--- src/rtl/lcd_state_sequencer.sv ---
// Turns one-cycle game event pulses into the registered 8-bit display code for the LCD controller.
// Optional build macro LCD_AUTO_RESTART_EN: end codes hold for END_CYCLES, then return to auth pending.
//
// state   | meaning
// S_AUTH  | 00 waiting for credentials
// S_AOK   | 01 auth accepted, timed hold
// S_AFAIL | 02 auth rejected, timed hold
// S_PLAY  | 10 game in progress
// S_LHOLD | 11/12/13/14/16 level result, timed hold
// S_WIN   | 20 success begin, timed hold
// S_OVER  | 30 game-over begin, timed hold
// S_WEND  | 21 success end
// S_OEND  | 31 game-over end
module lcd_state_sequencer #(
  parameter int HOLD_CYCLES = 100000000,
  parameter int END_CYCLES  = 150000000,
  parameter int CNT_W       = 28
) (
  input  logic       clk,
  input  logic       reset,
  input  logic       auth_ok,
  input  logic       auth_fail,
  input  logic       level_pass,
  input  logic       level_fail,
  input  logic [1:0] level,
  input  logic       game_over,
  output logic [7:0] state,
  output logic       state_chg,
  output logic       busy
);

  typedef enum logic [3:0] {
    S_AUTH, S_AOK, S_AFAIL, S_PLAY, S_LHOLD, S_WIN, S_OVER, S_WEND, S_OEND
  } fsm_t;

  localparam longint CNT_CAP = longint'(1) << CNT_W;

  if (HOLD_CYCLES < 2 || longint'(HOLD_CYCLES) > CNT_CAP ||
      END_CYCLES < 2 || longint'(END_CYCLES) > CNT_CAP) begin : g_bad_params
    $error("lcd_state_sequencer: HOLD_CYCLES/END_CYCLES out of range for CNT_W");
  end

  localparam logic [CNT_W-1:0] HOLD_LAST = CNT_W'(HOLD_CYCLES - 1);

  fsm_t             fsm, fsm_nxt;
  logic [7:0]       code_nxt;
  logic [CNT_W-1:0] cnt, cnt_nxt;
  logic             to_over, to_over_nxt;
  logic             hold_done;
  logic             chg_nxt;

  assign hold_done = (cnt == HOLD_LAST);

`ifdef LCD_AUTO_RESTART_EN
  localparam logic [CNT_W-1:0] END_LAST = CNT_W'(END_CYCLES - 1);
  logic end_done;
  assign end_done = (cnt == END_LAST);
  assign busy = (fsm == S_AOK) || (fsm == S_AFAIL) || (fsm == S_LHOLD) ||
                (fsm == S_WIN) || (fsm == S_OVER) || (fsm == S_WEND) || (fsm == S_OEND);
`else
  assign busy = (fsm == S_AOK) || (fsm == S_AFAIL) || (fsm == S_LHOLD) ||
                (fsm == S_WIN) || (fsm == S_OVER);
`endif

  // Counter defaults to zero so every hold entry starts fresh; holds count up until done.
  always_comb begin
    fsm_nxt     = fsm;
    code_nxt    = state;
    cnt_nxt     = '0;
    to_over_nxt = to_over;
    case (fsm)
      S_AUTH: begin
        if (auth_fail) begin
          fsm_nxt  = S_AFAIL;
          code_nxt = 8'h02;
        end else if (auth_ok) begin
          fsm_nxt  = S_AOK;
          code_nxt = 8'h01;
        end
      end
      S_AOK: begin
        if (hold_done) begin
          fsm_nxt  = S_PLAY;
          code_nxt = 8'h10;
        end else begin
          cnt_nxt = cnt + 1'b1;
        end
      end
      S_AFAIL: begin
        if (hold_done) begin
          fsm_nxt  = S_AUTH;
          code_nxt = 8'h00;
        end else begin
          cnt_nxt = cnt + 1'b1;
        end
      end
      S_PLAY: begin
        to_over_nxt = 1'b0;
        if (game_over) begin
          fsm_nxt  = S_OVER;
          code_nxt = 8'h30;
        end else if (level_fail && level != 2'd0) begin
          fsm_nxt = S_LHOLD;
          case (level)
            2'd1:    code_nxt = 8'h12;
            2'd2:    code_nxt = 8'h14;
            default: begin
              code_nxt    = 8'h16;
              to_over_nxt = 1'b1;
            end
          endcase
        end else if (level_pass && level != 2'd0) begin
          case (level)
            2'd1: begin
              fsm_nxt  = S_LHOLD;
              code_nxt = 8'h11;
            end
            2'd2: begin
              fsm_nxt  = S_LHOLD;
              code_nxt = 8'h13;
            end
            default: begin
              fsm_nxt  = S_WIN;
              code_nxt = 8'h20;
            end
          endcase
        end
      end
      S_LHOLD: begin
        if (game_over) begin
          fsm_nxt     = S_OVER;
          code_nxt    = 8'h30;
          to_over_nxt = 1'b0;
        end else if (hold_done) begin
          fsm_nxt     = to_over ? S_OVER : S_PLAY;
          code_nxt    = to_over ? 8'h30 : 8'h10;
          to_over_nxt = 1'b0;
        end else begin
          cnt_nxt = cnt + 1'b1;
        end
      end
      S_WIN: begin
        if (hold_done) begin
          fsm_nxt  = S_WEND;
          code_nxt = 8'h21;
        end else begin
          cnt_nxt = cnt + 1'b1;
        end
      end
      S_OVER: begin
        if (hold_done) begin
          fsm_nxt  = S_OEND;
          code_nxt = 8'h31;
        end else begin
          cnt_nxt = cnt + 1'b1;
        end
      end
`ifdef LCD_AUTO_RESTART_EN
      S_WEND, S_OEND: begin
        if (end_done) begin
          fsm_nxt  = S_AUTH;
          code_nxt = 8'h00;
        end else begin
          cnt_nxt = cnt + 1'b1;
        end
      end
`else
      S_WEND, S_OEND: ;
`endif
      default: begin
        fsm_nxt     = S_AUTH;
        code_nxt    = 8'h00;
        to_over_nxt = 1'b0;
      end
    endcase
    chg_nxt = (code_nxt != state);
  end

  always_ff @(posedge clk) begin
    if (!reset) begin
      fsm       <= S_AUTH;
      state     <= 8'h00;
      state_chg <= 1'b0;
      cnt       <= '0;
      to_over   <= 1'b0;
    end else begin
      fsm       <= fsm_nxt;
      state     <= code_nxt;
      state_chg <= chg_nxt;
      cnt       <= cnt_nxt;
      to_over   <= to_over_nxt;
    end
  end

endmodule

--- config.mk ---
export PLATFORM = sky130hd
export DESIGN_NAME = lcd_state_sequencer
export DESIGN_NICKNAME = d
export VERILOG_FILES = /design/src/rtl/lcd_state_sequencer.sv
export SDC_FILE = /design/constraint.sdc
export NUM_CORES = 1
export LEC_CHECK = 0
export ABC_CLOCK_PERIOD_IN_PS = 2800
export CELL_PAD_IN_SITES_DETAIL_PLACEMENT = 1
export CELL_PAD_IN_SITES_GLOBAL_PLACEMENT = 2
export CORE_UTILIZATION = 35
export DETAILED_ROUTE_END_ITERATION = 8
export PLACE_DENSITY_LB_ADDON = 0.12
export SYNTH_ARGS = -nofsm -noshare
export SYNTH_HDL_FRONTEND = slang
export SYNTH_SLANG_ARGS = --single-unit
--- constraint.sdc ---
create_clock -name clk -period 2.8 [get_ports clk]
set_input_delay 0.56 -clock clk [delete_from_list [all_inputs] [get_ports clk]]
set_output_delay 0.56 -clock clk [all_outputs]
set_load 0.02 [all_outputs]
==> metrics.csv, run 1 <==
stage;metric;value;unit
finish;share of layout cells above drive strength 1;10.0;%
route;WL/cell;15.9;um
timing;final setup violation count;0;
place;gpl congestion;0.817;
setup_path;crit-path max FO;9;
synth;Post-synth EDFFs;0;
global_route;grt ovf;0;
setup_path;CP max stage cell;nor3_1;
route;DR DRC count;0;
synth;Yosys cell types;57;
synth;post-synthesis sequential area ratio;33.5;%
timing;Final Max Slew Viols;0;
finish;Multi-input gate area;1520;um2
timing;Period Utilization, post-route;92.4;%
route;Pre-Repair DR Iteration Count;4;
setup_path;Critical Path AT;2.03;ns
synth;#FFs+latches synth;42;
synth;Mapped Cells;313;
timing;slew at the pin with the worst max-slew slack;0.750;ns
hold_path;Cells on Worst Hold Path;1;
timing;sum of negative setup slack;0;ns
setup_path;crit path buf inv count;1;
synth;FFs w/ async S/R, synth;0;%
global_route;Tot GR Track Use;19.8;%
synth;mapped cell area;2510;um2
finish;most frequent cells in the layout;nor2_1, dfxtp_1, nand2_1;
setup_path;Crit path depth;3;
route;post-DR vias/cell;5.37;
finish;Syn-to-layout area delta;17.6;%
finish;Finished Layout Cells;435;
clock_tree;Clock Tree Buf Depth;2;
setup_path;slowest stage delay, CP;0.65;ns
finish;register area;841;um2
power;P per Cell Area;696;nW/um2
power;Max VDD drop;0.000292;V
power;LEAKAGE;1.04;nW
clock_tree;clock latency on the worst-skew pair;0.29;ns
finish;Layout fillers;855;
clock_tree;CTS resizes;0;
synth;most common flop cell mapped by yosys;dfxtp_1;
route;total number of vias;2334;
place;placed instance count;427;
finish;n_diodes;0;
floorplan;Die X-Extent;86.7;um
clock_tree;hold_buf cts;0;
synth;synthesis warning total;0;
clock_tree;CTS tree;done;
finish;commonest non-fill, non-tap cell in the layout;nor2_1;
floorplan;die area;7510;um2
finish;final core occ;43.0;%
hold_path;Hold WC Path Type;flip-flop to flip-flop;
setup_path;type of origin of the critical path;flip-flop;
synth;Avg Cell Area, Syn;8.02;um2
global_route;first-pass GRT wire length;11600;um
timing;Fmax achieved;387;MHz
timing;unrepaired setup endpoints after global routing;no;
clock_tree;Reg clk slew, reported paths;0.08;ns
timing;Worst slew margin;49.6;%
floorplan;core area;6870;um2
floorplan;Die Ht;86.7;um
setup_path;CP delay by family, top;simple AND/OR/NAND/NOR gates;
floorplan;I/O pin count;19;
synth;Mapped Nets;327;
route;Final Routed Wirelength;6900;um
route;Initial DRC Count;78;
setup_path;WS Path Type;flip-flop to primary output;
setup_path;R2R cell count;7;
clock_tree;CTS H-Tree Depth;2;
timing;Layout Skew;0.00774;ns
setup_path;CP Cell Sequence;nor3_1 > nor3_1 > clkdlybuf4s50_1;
route;Routed Antenna Nets;0;
place;Port Buffers;18;
clock_tree;CTS sink cnt;42;
flow_run;number of max-cap violations;0;
outcome;status;finished clean;
setup_path;crit-path most repeated cell;nor3_1;
place;dpl hpwl;5240;um
clock_tree;setup bufs post-CTS;0;
clock_tree;CTS Buf Count;5;
floorplan;# rows;30;
global_route;largest net degree at the start of global routing;28;
timing;Final Hold Viols;0;
global_route;initial antenna violation count;0;
finish;NumNets Final;352;
setup_path;Required @ worst endpoint;2.24;ns
timing;minimum clock period;2.59;ns
floorplan;starting density of the core;36.5;%
clock_tree;CTS root buffer;clkbuf_8;
setup_path;crit end category;primary output;
global_route;number of global-route vias before repair;2296;
==> state kept, by name, summed over array words and instances, names as in the netlist <==
signal and flops:
state_chg 1, fsm 4, to_over 1, state 8, cnt 28
==> area by class of cell <==
class | count | area share [%]
repair buffers | 31 | 9.41
flip-flops and latches | 42 | 28.5
well taps | 96 | 4.07
clock inverters | 3 | 2.33
multi-input cells | 244 | 51.6
inverters | 14 | 1.78
clock buffers | 5 | 2.33
==> per-stage QoR <==
step                      setup WS (ns)  hold slack (ns)  instance area (um2)  power [mW]
after detailed placement        -0.0111            0.458                 2820        1.50
after floorplan                   0.539            0.430                 2510        1.25
after global routing            0.00520            0.519                 2950        2.19
after global placement           0.0575            0.447                 2820        1.49
after CTS                         0.205            0.478                 2950        2.08
final                             0.214            0.472                 2950        2.06
==> layer usage <==
| layer | vias up | GRT usage, % | routed length (um) |
|---|---|---|---|
| li1 | 1161 | - | - |
| met1 | 1146 | 28.9 | 3750 |
| met5 | - | 0 | 0 |
| met3 | 5 | 3.33 | 139 |
| met4 | 0 | 4.09 | 56 |
| met2 | 22 | 30.4 | 2950 |
==> worst register-to-register path: stages, from the launching register on <==
cell and delay (ns):
dfxtp_1 0.39, ha_1 0.22, nand3_1 0.14, or4_1 0.64, o21ai_0 0.23, o211ai_1 0.17
or3b_2 0.47, a41oi_1 0.21
==> cells by family (layout without fill, tap and decap cells) <==
| group | count (synthesis) | in the layout | synth area share [%] |
|---|---|---|---|
| DFF | 42 | 42 | 33.5 |
| AOI/OAI and AO/OA | 57 | 57 | 15.4 |
| and+or+nand+nor | 155 | 155 | 33.4 |
| buffers and inverters | 27 | 53 | 5.78 |
| adders and majority gates | 5 | 5 | 2.49 |
| xor gates and xnor gates | 27 | 27 | 9.42 |
==> path summary, 6_finish.rpt <==
| path | start | end | slack [ns] |
|---|---|---|---|
| max | fsm[0]$_SDFFE_PN0P_ | busy | 0.21 |
| min | cnt[0]$_SDFF_PN0_ | cnt[0]$_SDFF_PN0_ | 0.47 |
| max reg2reg | cnt[0]$_SDFF_PN0_ | state_chg$_SDFF_PN0_ | 0.25 |
| min reg2reg | cnt[0]$_SDFF_PN0_ | cnt[0]$_SDFF_PN0_ | 0.47 |
==> power by group <==
group / total (mW) / switching, mW / leakage [nW] / internal (mW)
logic: 0.784 / 0.470 / 0.636 / 0.314
registers: 0.700 / 0.0599 / 0.340 / 0.640
clock network: 0.572 / 0.215 / 0.0683 / 0.357
total: 2.06 / 0.745 / 1.04 / 1.31
==> synth_stat cells, types with 2 or more instances <==
cell / count / area [um2]
and2_1: 3 / 18.8
nor4_1: 5 / 31.3
o21a_1: 2 / 15.0
o22ai_1: 4 / 25.0
o31a_1: 3 / 26.3
a22oi_1: 2 / 15.0
and3b_1: 3 / 26.3
inv_1: 13 / 48.8
dfxtp_1: 42 / 841
o211ai_1: 4 / 30.0
clkbuf_1: 5 / 18.8
and3_1: 5 / 31.3
or3_1: 4 / 25.0
xor2_1: 16 / 140
nand2b_1: 5 / 31.3
or2_2: 3 / 18.8
a211oi_1: 5 / 37.5
and3_2: 4 / 30.0
ha_1: 5 / 62.6
a21oi_1: 13 / 65.1
nor4bb_1: 3 / 30.0
a211o_1: 2 / 17.5
nand2_1: 20 / 75.1
o21bai_1: 2 / 15.0
nand3_1: 10 / 50.1
nor3_1: 11 / 55.1
o21ai_0: 8 / 40.0
buf_6: 5 / 56.3
nor2b_1: 5 / 31.3
nand4_1: 15 / 93.8
nor2_1: 49 / 184
xnor2_1: 11 / 96.3
and4bb_2: 2 / 25.0
Note: power is estimated with default switching activity, not from simulation.
==> inputs of run 2 (changes only) <==
--- a/config.mk
+++ b/config.mk
@@ -9,6 +9,7 @@
 export CELL_PAD_IN_SITES_DETAIL_PLACEMENT = 1
 export CELL_PAD_IN_SITES_GLOBAL_PLACEMENT = 2
 export CORE_UTILIZATION = 35
+export CTS_CLUSTER_DIAMETER = 60
 export DETAILED_ROUTE_END_ITERATION = 8
 export PLACE_DENSITY_LB_ADDON = 0.12
 export SYNTH_ARGS = -nofsm -noshare
==> results of run 2 <==
Final layout, timing and power as in run 1 (identical DEF).
